<file path="src/rtl/serial_adder.sv">
// Bit-serial adder/subtractor: one full-adder cell (two half-adder stages)
// walks the operands LSB first, one bit per clock, behind a busy/done handshake.

module half_adder (
    input  logic x,
    input  logic y,
    output logic s,
    output logic c
);
    assign s = x ^ y;
    assign c = x & y;
endmodule

module serial_adder #(
    parameter int WIDTH = 8
) (
    input  logic             clk,
    input  logic             rst_n,
    input  logic             start,
    input  logic             sub,
    input  logic [WIDTH-1:0] a,
    input  logic [WIDTH-1:0] b,
    input  logic             cin,
    output logic             busy,
    output logic             done,
    output logic [WIDTH-1:0] sum,
    output logic             cout,
    output logic             overflow
);
    localparam int CW = $clog2(WIDTH);

    typedef enum logic [1:0] {IDLE, SHIFT, DONE} state_t;

    state_t           state, nxt;
    logic [WIDTH-1:0] areg, breg;
    logic [WIDTH-2:0] res;      // result bits gathered so far, newest at MSB
    logic [WIDTH-1:0] cat;      // result including the bit being produced now
    logic             carry;
    logic [CW-1:0]    cnt;
    logic             accept, last;
    logic             s0, c0, s1, c1, co;

    // Full-adder cell from two half-adder stages
    half_adder u_ha0 (.x(areg[0]), .y(breg[0]), .s(s0), .c(c0));
    half_adder u_ha1 (.x(s0),      .y(carry),   .s(s1), .c(c1));
    assign co = c0 | c1;

    assign accept = start && (state != SHIFT);
    assign last   = (state == SHIFT) && (cnt == CW'(WIDTH - 1));
    assign cat    = {s1, res};

    // State register
    always_ff @(posedge clk or negedge rst_n) begin
        if (!rst_n) state <= IDLE;
        else        state <= nxt;
    end

    // Next-state and handshake outputs
    always_comb begin
        nxt  = state;
        busy = 1'b0;
        done = 1'b0;
        case (state)
            IDLE:  if (start) nxt = SHIFT;
            SHIFT: begin
                busy = 1'b1;
                if (last) nxt = DONE;
            end
            DONE: begin
                done = 1'b1;
                nxt  = start ? SHIFT : IDLE;
            end
            default: nxt = IDLE;
        endcase
    end

    // Operand shift registers, carry and bit counter
    always_ff @(posedge clk or negedge rst_n) begin
        if (!rst_n) begin
            areg  <= '0;
            breg  <= '0;
            res   <= '0;
            carry <= 1'b0;
            cnt   <= '0;
        end else if (accept) begin
            areg  <= a;
            // subtraction is a + ~b + 1
            breg  <= sub ? ~b : b;
            carry <= sub ? 1'b1 : cin;
            cnt   <= '0;
        end else if (state == SHIFT) begin
            areg  <= areg >> 1;
            breg  <= breg >> 1;
            res   <= cat[WIDTH-1:1];
            carry <= co;
            cnt   <= cnt + CW'(1);
        end
    end

    // Result registers load only on the final bit so they stay stable during SHIFT
    always_ff @(posedge clk or negedge rst_n) begin
        if (!rst_n) begin
            sum      <= '0;
            cout     <= 1'b0;
            overflow <= 1'b0;
        end else if (last) begin
            sum      <= cat;
            cout     <= co;
            // carry register holds the carry into the MSB on the last bit
            overflow <= carry ^ co;
        end
    end
endmodule

</file>
<file path="config.mk">
export PLATFORM = sky130hd
export DESIGN_NAME = serial_adder
export DESIGN_NICKNAME = d
export VERILOG_FILES = /design/src/rtl/serial_adder.sv
export SDC_FILE = /design/constraint.sdc
export NUM_CORES = 1
export LEC_CHECK = 0
export CORE_MARGIN = 2
export CORE_UTILIZATION = 51
export CTS_CLUSTER_DIAMETER = 100
export DETAILED_ROUTE_END_ITERATION = 7
export GPL_TIMING_DRIVEN = 0
export PLACE_DENSITY = 0.76
export SYNTH_ARGS = -nofsm -noshare
export SYNTH_HDL_FRONTEND = slang
export SYNTH_SLANG_ARGS = --single-unit
</file>
<file path="constraint.sdc">
create_clock -name clk -period 1.68 [get_ports clk]
set_input_delay 0.42 -clock clk [delete_from_list [all_inputs] [get_ports clk]]
set_output_delay 0.42 -clock clk [all_outputs]
set_load 0.02 [all_outputs]
</file>
==> results.py <==
metrics = {
    "power": {
        "seqPwrFrac_pct": 44.7,
        "leakagePower_nw": 1.05,
        "total_power_mw": 3.56,
        "power_density_nw_per_um2": 1620,
        "p_sw_mw": 1.26,
        "p_sw_share_pct": 35.4,
        "clock_power_share_pct": 13.1,
        "ir_worst_vdd_mv": 0.641,
        "intPower_mw": 2.30,
        "p_comb_share_pct": 42.2,
    },
    "clock_network": {
        "htree_levels": 2,
        "cts_sinks": 39,
        "clk_pin_slew_ps": 120,
        "cts_tree": "built",
        "cts_root_buffer": "clkbuf_4",
        "cts_made_buffers": 5,
        "insertion_delay_ps": 340,
        "clockBufferDepth": 2,
        "hold_buffers": 0,
    },
    "timing": {
        "finalWorstPathRequiredPeriod_ps": 1620,
        "fmax_mhz": 617,
        "skew_ps": 10.6,
        "setup_viol": 0,
        "maxSlewHeadroom_pct": 44.4,
        "worstMarginPinSlew_ps": 835,
        "post-route-period-util_pct": 96.5,
        "final_hold_viol_count": 0,
        "finalMaxSlewViolations": 0,
        "rsz0062_at_grt": "false",
    },
    "run": {
        "maxCapViolations": 0,
    },
    "logic_synthesis": {
        "synth_top_cells_by_count": "dfrtp_1, mux2_2, nand2_1, o21ai_0, mux2i_1",
        "synth.largest_area_cell": "dfrtp_1",
        "yosysWarnings": 0,
        "async_reset_ff_share_pct": 100,
        "ys.flop_type": "dfrtp_1",
        "syn_area_per_cell_um2": 12.3,
        "synth.area.top_cells": "dfrtp_1, mux2_2, mux2i_1",
        "synth_edf_count": 0,
        "ys_seq_area_share_pct": 56.0,
        "yosysMostFrequentCell": "dfrtp_1",
        "syn_inst": 142,
        "synthesis.nets": 166,
        "synth_top_area_share_pct": 56.0,
        "syn_area_um2": 1740,
        "ys_types": 20,
        "synth_seq_cells": 39,
    },
    "worst_setup_path": {
        "r2r_slack_ps": 70,
        "crit_fanout": 8,
        "crit_arrival_ps": 1200,
        "r2r-end": "sum[5]",
        "critPathKind": "flip-flop to output pin",
        "endpoint_kind": "output pin",
        "reg2regPathDepth": 5,
        "cp_data_required_time_ps": 1260,
        "rr_startpoint": "cnt[0]",
        "critPathLaunchType": "flip-flop",
    },
    "global_routing": {
        "grt_max_degree": 40,
        "grt_use_total_pct": 17.0,
        "antenna_found_initial": 0,
        "grt_overflow": 0,
        "grt_pass1_vias": 1144,
        "grt_pass1_wl_um": 5170,
    },
    "routing": {
        "avgViaCountPerCell": 4.92,
        "post_drt_wl_per_cell_um": 13.5,
        "drt_iter0_drc": 30,
        "drt-total-wl_um": 3120,
        "firstDrtPassIters": 4,
        "antenna_left": 0,
        "drcViolationCount": 0,
        "vias": 1142,
    },
    "placement": {
        "dpl.hpwl_um": 2270,
        "gp_congestion": 0.837,
        "place.port_buffers": 31,
    },
    "floorplan": {
        "start_util_pct": 52.6,
        "die_area_um2": 3900,
        "die_h_um": 62.5,
        "pin_count": 33,
        "chipWidth_um": 62.5,
        "rows": 21,
        "fp.coreArea_um2": 3310,
    },
    "final_layout": {
        "antenna_cells": 0,
        "fin_nets": 209,
        "area_growth_pct": 25.8,
        "utilization_pct": 66.3,
        "final_layout_size_suffix_gt1_share_pct": 23.7,
    },
    "run_status": {
        "status": "completed",
    },
    "min_path": {
        "hp-class": "input pin to asynchronous set/reset pin",
    },
}
## worst max-delay path by stage
stage	from	endpoint	slack (ps)
after floorplan	cnt[0]	cout	150
after global placement	rst_n	breg[4]	-680
after detailed placement	state[0]	busy	-300
after CTS	state[0]	busy	-20
after global routing	state[0]	busy	6
final	state[0]	busy	60
## sequential cells by signal (all words and copies together) (netlist names)
| signal | cells |
|---|---|
| cnt | 3 |
| overflow | 1 |
| breg | 8 |
| cout | 1 |
| state | 2 |
| sum | 8 |
| carry | 1 |
| res | 7 |
| areg | 8 |
## cell families after synthesis
family,share of synthesized area [%]
flip-flops,56.0
multiplexers,20.2
AND/OR/NAND/NOR,6.96
AO/OA/AOI/OAI,6.17
buffers and inverters,3.52
XOR/XNOR,4.52
adder cells (fa/ha/maj),2.58
## cell type report
type / instances / area (µm²)
Clock inverter: 3 / 20.0
Fill cell: 294 / 1120
Buffer: 8 / 58.8
Sequential cell: 39 / 976
Inverter: 1 / 3.75
Tap cell: 46 / 57.6
Multi-Input combinational cell: 93 / 706
Timing Repair Buffer: 37 / 334
Clock buffer: 5 / 37.5
## power groups by stage
stage | clock, mW | combinational [mW] | sequential, mW
global route | 0.536 | 1.65 | 1.65
global placement | 0 | 1.46 | 1.59
finish | 0.466 | 1.50 | 1.59
floorplan | 0 | 0.852 | 1.70
detailed placement | 0 | 1.51 | 1.63
CTS | 0.485 | 1.43 | 1.60
## layout by cell type, fill, tap and decap left out, types with 2 or more instances in the layout
| cell type | Yosys | routed |
|---|---|---|
| clkbuf_4 | 0 | 5 |
| nand2_1 | 17 | 17 |
| mux2i_1 | 15 | 15 |
| clkdlybuf4s50_1 | 0 | 18 |
| clkinvlp_4 | 0 | 2 |
| dlygate4sd2_1 | 0 | 10 |
| dfrtp_1 | 39 | 39 |
| buf_6 | 2 | 2 |
| clkbuf_2 | 1 | 2 |
| nor2_1 | 6 | 6 |
| a211oi_1 | 2 | 2 |
| xnor2_1 | 2 | 2 |
| buf_2 | 6 | 5 |
| xor2_1 | 7 | 7 |
| buf_4 | 0 | 7 |
| ha_1 | 2 | 2 |
| mux2_2 | 18 | 18 |
| o21ai_0 | 17 | 17 |
| nand2b_1 | 2 | 2 |
## critical path, cell delays in order, from the launching register on
cell and delay [ps]:
dfrtp_1 430, nor2b_2 180, buf_8 130, buf_6 120
## what timing repair did
| action | CTS | global route |
|---|---|---|
| setup endpoints to repair | 15 | 2 |
| setup buffers | 0 | 6 |
| gates resized for setup | 18 | 3 |
## metal layers
metal | track usage (%) | up-vias | routed length, µm
met2 | 29.3 | 19 | 1640
met1 | 20.3 | 554 | 1330
met4 | 5.83 | 0 | 41
li1 | - | 563 | -
met5 | 0 | - | 0
met3 | 5.23 | 6 | 117
## per-stage QoR
stage	cell area (µm²)	hold WS, ps	std cells	worst slack (ps)	setup TNS (ps)
5_1_grt	2190	205	232	6.01	0
6_report	2190	163	232	59.5	0
2_1_floorplan	1740	124	142	153	0
4_1_cts	2150	187	226	-17.1	-17.1
3_5_place_dp	2110	472	219	-300	-1040
3_3_place_gp	2110	464	219	-682	-27270
(Power assumes the default switching activity.)
